==> config.mk <==
export PLATFORM = sky130hd
export DESIGN_NAME = approx_adder_pipe
export DESIGN_NICKNAME = d
export VERILOG_FILES = /design/src/rtl/approx_adder_pkg.sv /design/src/rtl/approx_err_monitor.sv /design/src/rtl/approx_adder_pipe.sv
export SDC_FILE = /design/constraint.sdc
export NUM_CORES = 1
export LEC_CHECK = 0
export CAP_MARGIN = 20
export CORE_AREA = 2 2 232 234
export CTS_BUF_LIST = sky130_fd_sc_hd__clkbuf_8
export DETAILED_ROUTE_END_ITERATION = 6
export DIE_AREA = 0 0 234 236
export PLACE_DENSITY = 0.53
export SETUP_SLACK_MARGIN = 0.05
export SYNTH_ARGS = -nofsm -noshare
export SYNTH_HDL_FRONTEND = slang
export SYNTH_SLANG_ARGS = --single-unit
==> constraint.sdc <==
create_clock -name clk -period 12.28 [get_ports clk]
set_input_delay 3.07 -clock clk [delete_from_list [all_inputs] [get_ports clk]]
set_output_delay 3.07 -clock clk [all_outputs]
set_load 0.02 [all_outputs]
==> src/rtl/approx_adder_pkg.sv <==
// Shared definitions for the lower-part-OR approximate adder: mode encoding,
// the approximate-sum reference function and an absolute-difference helper.
package approx_adder_pkg;

  localparam logic MODE_APPROX = 1'b0;
  localparam logic MODE_EXACT  = 1'b1;

  // Widest operand the helper functions support; callers zero-extend into these types.
  localparam int MAX_W = 64;

  typedef logic [MAX_W-1:0] opnd_t;
  typedef logic [MAX_W:0]   sum_t;

  function automatic sum_t approx_sum(input opnd_t a, input opnd_t b,
                                      input int width, input int l);
    opnd_t wmask;
    opnd_t lmask;
    sum_t  lo;
    sum_t  hi;
    logic  cmsp;
    wmask = (width >= MAX_W) ? '1 : ((opnd_t'(1) << width) - opnd_t'(1));
    lmask = (opnd_t'(1) << l) - opnd_t'(1);
    cmsp  = a[l-1] & b[l-1];
    lo    = sum_t'((a | b) & lmask);
    hi    = sum_t'((a & wmask) >> l) + sum_t'((b & wmask) >> l) + sum_t'(cmsp);
    return (hi << l) | lo;
  endfunction

  function automatic sum_t abs_diff(input sum_t x, input sum_t y);
    return (x >= y) ? (x - y) : (y - x);
  endfunction

endpackage

==> src/rtl/approx_err_monitor.sv <==
// Accuracy statistics: saturating operation/error counters and the running
// maximum error magnitude, with a synchronous clear that beats a same-cycle update.
module approx_err_monitor
  import approx_adder_pkg::*;
#(
  parameter int MAG_W = 33,
  parameter int CNT_W = 16
) (
  input  logic             clk,
  input  logic             rst_n,
  input  logic             clr_i,
  input  logic             hs_i,
  input  logic             err_i,
  input  logic [MAG_W-1:0] mag_i,
  output logic [CNT_W-1:0] op_cnt_o,
  output logic [CNT_W-1:0] err_cnt_o,
  output logic [MAG_W-1:0] max_abs_err_o
);

  logic [CNT_W-1:0] op_cnt_q, op_cnt_d;
  logic [CNT_W-1:0] err_cnt_q, err_cnt_d;
  logic [MAG_W-1:0] max_q, max_d;

  always_comb begin
    op_cnt_d  = op_cnt_q;
    err_cnt_d = err_cnt_q;
    max_d     = max_q;
    if (clr_i) begin
      op_cnt_d  = '0;
      err_cnt_d = '0;
      max_d     = '0;
    end else if (hs_i) begin
      if (op_cnt_q != '1) op_cnt_d = op_cnt_q + CNT_W'(1);
      if (err_i) begin
        if (err_cnt_q != '1) err_cnt_d = err_cnt_q + CNT_W'(1);
        if (mag_i > max_q)   max_d     = mag_i;
      end
    end
  end

  always_ff @(posedge clk) begin
    if (!rst_n) begin
      op_cnt_q  <= '0;
      err_cnt_q <= '0;
      max_q     <= '0;
    end else begin
      op_cnt_q  <= op_cnt_d;
      err_cnt_q <= err_cnt_d;
      max_q     <= max_d;
    end
  end

  assign op_cnt_o      = op_cnt_q;
  assign err_cnt_o     = err_cnt_q;
  assign max_abs_err_o = max_q;

endmodule

==> src/rtl/approx_adder_pipe.sv <==
// Two-stage lower-part-OR approximate adder with per-transaction exact/approx
// mode, valid/ready on both sides and a built-in accuracy monitor.
module approx_adder_pipe
  import approx_adder_pkg::*;
#(
  parameter int WIDTH       = 32,
  parameter int APPROX_BITS = 16,
  parameter int CNT_W       = 16
) (
  input  logic             clk,
  input  logic             rst_n,
  input  logic             in_valid,
  output logic             in_ready,
  input  logic [WIDTH-1:0] in_a,
  input  logic [WIDTH-1:0] in_b,
  input  logic             in_mode,
  output logic             out_valid,
  input  logic             out_ready,
  output logic [WIDTH:0]   out_sum,
  output logic             out_err,
  input  logic             clr_stats,
  output logic [CNT_W-1:0] op_cnt,
  output logic [CNT_W-1:0] err_cnt,
  output logic [WIDTH:0]   max_abs_err
);

  logic             s1_valid_q, s1_valid_d;
  logic [WIDTH-1:0] s1_a_q, s1_a_d;
  logic [WIDTH-1:0] s1_b_q, s1_b_d;
  logic             s1_mode_q, s1_mode_d;

  logic             s2_valid_q, s2_valid_d;
  logic [WIDTH:0]   s2_approx_q, s2_approx_d;
  logic [WIDTH:0]   s2_exact_q, s2_exact_d;
  logic             s2_mode_q, s2_mode_d;
  logic             s2_err_q, s2_err_d;

  logic             s1_adv, s2_adv, in_hs, out_hs;
  logic [WIDTH:0]   approx_w, exact_w, err_mag;

  assign s2_adv   = !s2_valid_q | out_ready;
  assign s1_adv   = !s1_valid_q | s2_adv;
  // Forced high while in reset so upstream never sees a stale stall.
  assign in_ready = s1_adv | !rst_n;
  assign in_hs    = in_valid & in_ready;
  assign out_hs   = s2_valid_q & out_ready;

  assign approx_w = (WIDTH+1)'(approx_sum(opnd_t'(s1_a_q), opnd_t'(s1_b_q), WIDTH, APPROX_BITS));
  assign exact_w  = {1'b0, s1_a_q} + {1'b0, s1_b_q};

  always_comb begin
    s1_valid_d  = s1_valid_q;
    s1_a_d      = s1_a_q;
    s1_b_d      = s1_b_q;
    s1_mode_d   = s1_mode_q;
    s2_valid_d  = s2_valid_q;
    s2_approx_d = s2_approx_q;
    s2_exact_d  = s2_exact_q;
    s2_mode_d   = s2_mode_q;
    s2_err_d    = s2_err_q;

    if (s1_adv) s1_valid_d = in_valid;
    if (in_hs) begin
      s1_a_d    = in_a;
      s1_b_d    = in_b;
      s1_mode_d = in_mode;
    end

    if (s2_adv) begin
      s2_valid_d = s1_valid_q;
      if (s1_valid_q) begin
        s2_approx_d = approx_w;
        s2_exact_d  = exact_w;
        s2_mode_d   = s1_mode_q;
        s2_err_d    = (s1_mode_q == MODE_APPROX) && (approx_w != exact_w);
      end
    end
  end

  always_ff @(posedge clk) begin
    if (!rst_n) begin
      s1_valid_q  <= 1'b0;
      s1_a_q      <= '0;
      s1_b_q      <= '0;
      s1_mode_q   <= MODE_APPROX;
      s2_valid_q  <= 1'b0;
      s2_approx_q <= '0;
      s2_exact_q  <= '0;
      s2_mode_q   <= MODE_APPROX;
      s2_err_q    <= 1'b0;
    end else begin
      s1_valid_q  <= s1_valid_d;
      s1_a_q      <= s1_a_d;
      s1_b_q      <= s1_b_d;
      s1_mode_q   <= s1_mode_d;
      s2_valid_q  <= s2_valid_d;
      s2_approx_q <= s2_approx_d;
      s2_exact_q  <= s2_exact_d;
      s2_mode_q   <= s2_mode_d;
      s2_err_q    <= s2_err_d;
    end
  end

  assign out_valid = s2_valid_q;
  assign out_sum   = (s2_mode_q == MODE_EXACT) ? s2_exact_q : s2_approx_q;
  assign out_err   = s2_err_q;
  assign err_mag   = (WIDTH+1)'(abs_diff(sum_t'(s2_approx_q), sum_t'(s2_exact_q)));

  approx_err_monitor #(
    .MAG_W (WIDTH + 1),
    .CNT_W (CNT_W)
  ) u_mon (
    .clk           (clk),
    .rst_n         (rst_n),
    .clr_i         (clr_stats),
    .hs_i          (out_hs),
    .err_i         (s2_err_q),
    .mag_i         (err_mag),
    .op_cnt_o      (op_cnt),
    .err_cnt_o     (err_cnt),
    .max_abs_err_o (max_abs_err)
  );

endmodule

==> flow_summary_export.csv <==
group,metric,value,unit
outcome,outcome,"finished, final reports clean",
hold_path,worstHoldEndpoint,"s1_b_q[24]",
floorplan,core-area,0.0531,mm2
global_route,met1_usage,21.6,%
sta,rsz0062_at_grt,"false",
global_route,grt_use_met2,24.3,%
sta,finalCritPeriodShare,65.1,%
finish,most-common-layout-cells,"318 x nand2_1, 250 x a21oi_1, 199 x dfxtp_1",
clocking,postCtsResizedCells,0,
worst_setup_path,slowest_delay,0.95,ns
route,ant_nets,0,
clocking,cts_setup_buffers,0,
finish,nNetsFinal,2295,
finish,fin_cells,2780,
run,max-cap-violations,0,
synth,yosys_warnings,0,
finish,syn2layout_area_growth,17.6,%
clocking,clock_latency,0.57,ns
power,pwr_density_cell,117,mW/mm2
synth,postSynthAreaPerCell,7.33,um2
placement,portBuffers,170,
worst_setup_path,critPathRequiredTime,9.21,ns
power,power.total,2.01,mW
placement,finalWeightedCongestion,0.854,
sta,hold_viol,0,
floorplan,core.rowCount,85,
worst_setup_path,reg2reg_slack,6.09,ns
global_route,track_usage,15.6,%
worst_setup_path,crit_path_start,"rst_n",
worst_setup_path,endpoint_kind,"primary output",
synth,ys_seq_elements,200,
route,drt_pass1_iterations,5,
route,routed_wl,42800,um
sta,timing.final.crit_period,8.00,ns
sta,slew_headroom,31.1,%
global_route,antenna_found_initial,1,
placement,place_hpwl,34200,um
synth,ys_async_sr_fraction,0,%
floorplan,chipWidth,234,um
synth,synth_cells,1989,
sta,worst_slack,4.28,ns
finish,layout_commonest_cell,"nand2_1",
clocking,cts.sinks,200,
synth,synthesis.area,0.0146,mm2
synth,yosysSeqAreaShare,27.5,%
power,p_leak,6.75,nW
sta,worstMarginPinSlew,1.03,ns
route,via_per_inst,4.81,
sta,clock_skew,0.0202,ns
sta,fmax,125,MHz
hold_path,hp-class,"flip-flop to flip-flop",
floorplan,die_h,236,um
sta,tns,0,ns
clocking,cts_buffer_depth,2,
clocking,cts_buffers,17,
worst_setup_path,cp_slowest_cell,"clkdlybuf4s50_1",
finish,antenna_cells,0,
synth,synth_edf_count,0,
placement,preCtsSetupSlack,4.30,ns
synth,ys.flop_type,"dfxtp_1",
worst_setup_path,r2r-start,"s2_approx_q[1]",
route,first_iter_violations,609,
floorplan,dieArea,0.0552,mm2
global_route,grt_busiest_layer,"met2",
clocking,clockRootBuffer,"clkbuf_8",
power,ir_drop,87.9,uV
worst_setup_path,path_common_cell,"clkdlybuf4s50_1",
hold_path,whs_path_depth,2,
synth,synth_fp_nets,2213,
clocking,htreeDepth,4,
floorplan,ios,171,
clocking,postCtsHoldBufs,0,
worst_setup_path,crit_type,"primary input to primary output",
worst_setup_path,reg2reg_to,"u_mon.max_abs_err_o[27]",
synth,yosysUniqueCellTypes,76,
sta,slew_viol_final,0,
finish,final_util,32.3,%
sta,setup_viol,0,
placement,place_inst,2747,
global_route,grt_pass1_wl,68400,um
worst_setup_path,critPathLaunchType,"primary input",
global_route,met3_usage,2.88,%
route,route.detailed.drc,0,
route,vias,13400,
worst_setup_path,worstPathArrival,4.93,ns
global_route,grt_pass1_vias,12800,
floorplan,start_util,27.5,%
clocking,cts_tree,"built",
worst_setup_path,ff2ff_path_depth,20,
route,wire_per_inst,15.4,um
clocking,path_clk_slew,0.11,ns
worst_setup_path,crit_chain,"clkdlybuf4s50_1 > nand3_1 > clkdlybuf4s50_1",
global_route,grt_max_degree,81,
hold_path,hold_start,"s1_b_q[24]",
finish,layout-drive-gt1-share,3.21,%
worst_setup_path,critPathMaxFanout,16,
global_route,grt-ovfl-total,0,
[routing by layer]
layer  share of wire (%)  vias up
met4                 1.7        0
li1                    -     6942
met2                  44      231
met1                  51     6161
met5                   0        -
met3                 3.5       39
[sequential cells by signal (all words and copies together), names as in the netlist, 16 cells and up]
signal,cells
s2_approx_q,33
s2_exact_q,33
u_mon.max_abs_err_o,33
s1_a_q,32
s1_b_q,32
u_mon.err_cnt_o,16
u_mon.op_cnt_o,16
[cells by family after synthesis]
family	Yosys count	synth area share (%)
flip-flops	200	27.5
AND/OR/NAND/NOR	671	19.9
XOR/XNOR	115	7.10
adder cells (fa/ha/maj)	154	13.5
buffers and inverters	269	7.39
multiplexers	23	1.64
AO/OA/AOI/OAI	557	23.0
[final cells by class]
type,count,area [um2]
tap,696,871
sequential,200,4010
fill,5819,35900
multi-input combinational,1520,9510
clock inverter,14,140
inverter,154,579
clock buffer,18,248
timing repair buffer,178,1790
[worst max path at each step]
| stage | endpoint | slack (ns) | cells after the start |
|---|---|---|---|
| after floorplan | in_ready | 5.66 | 2 |
| after global placement | in_ready | 4.30 | 3 |
| after detailed placement | in_ready | 4.30 | 3 |
| after CTS | in_ready | 4.31 | 3 |
| after global routing | in_ready | 4.23 | 3 |
| final | in_ready | 4.28 | 3 |
[report_power, final]
part / switching, mW / internal, mW
sequential: 0.0233 / 0.674
clock: 0.270 / 0.154
combinational: 0.523 / 0.365
[synth_stat cells (all sizes together), types with 13 or more instances]
library cell / count / share of area [%]
a211oi: 29 / 1.5
a21o: 44 / 2.3
a21oi: 252 / 8.7
a31oi: 13 / 0.60
buf: 27 / 1.2
clkbuf: 88 / 2.3
dfxtp: 200 / 27
ha: 149 / 13
inv: 154 / 4.0
mux2i: 16 / 1.1
nand2: 319 / 8.2
nand3: 45 / 1.5
nand4: 34 / 1.5
nor2: 178 / 4.6
nor2b: 15 / 0.64
nor3: 19 / 0.73
o211ai: 14 / 0.72
o21ai: 120 / 4.1
xnor2: 58 / 3.5
xor2: 55 / 3.3
[critical path, delay by kind of cell]
kind | cells | cell delay (ns)
buffers and inverters | 2 | 1.56
and+or+nand+nor | 1 | 0.29
[per-stage QoR]
step | hold WS, ns | instance area [um2]
after detailed placement | 0.454 | 16700
after floorplan | 0.437 | 14600
after global placement | 0.450 | 16700
after global routing | 0.492 | 17100
final | 0.467 | 17100
after CTS | 0.470 | 17100
No activity file was read; power rests on OpenSTA's default activity.
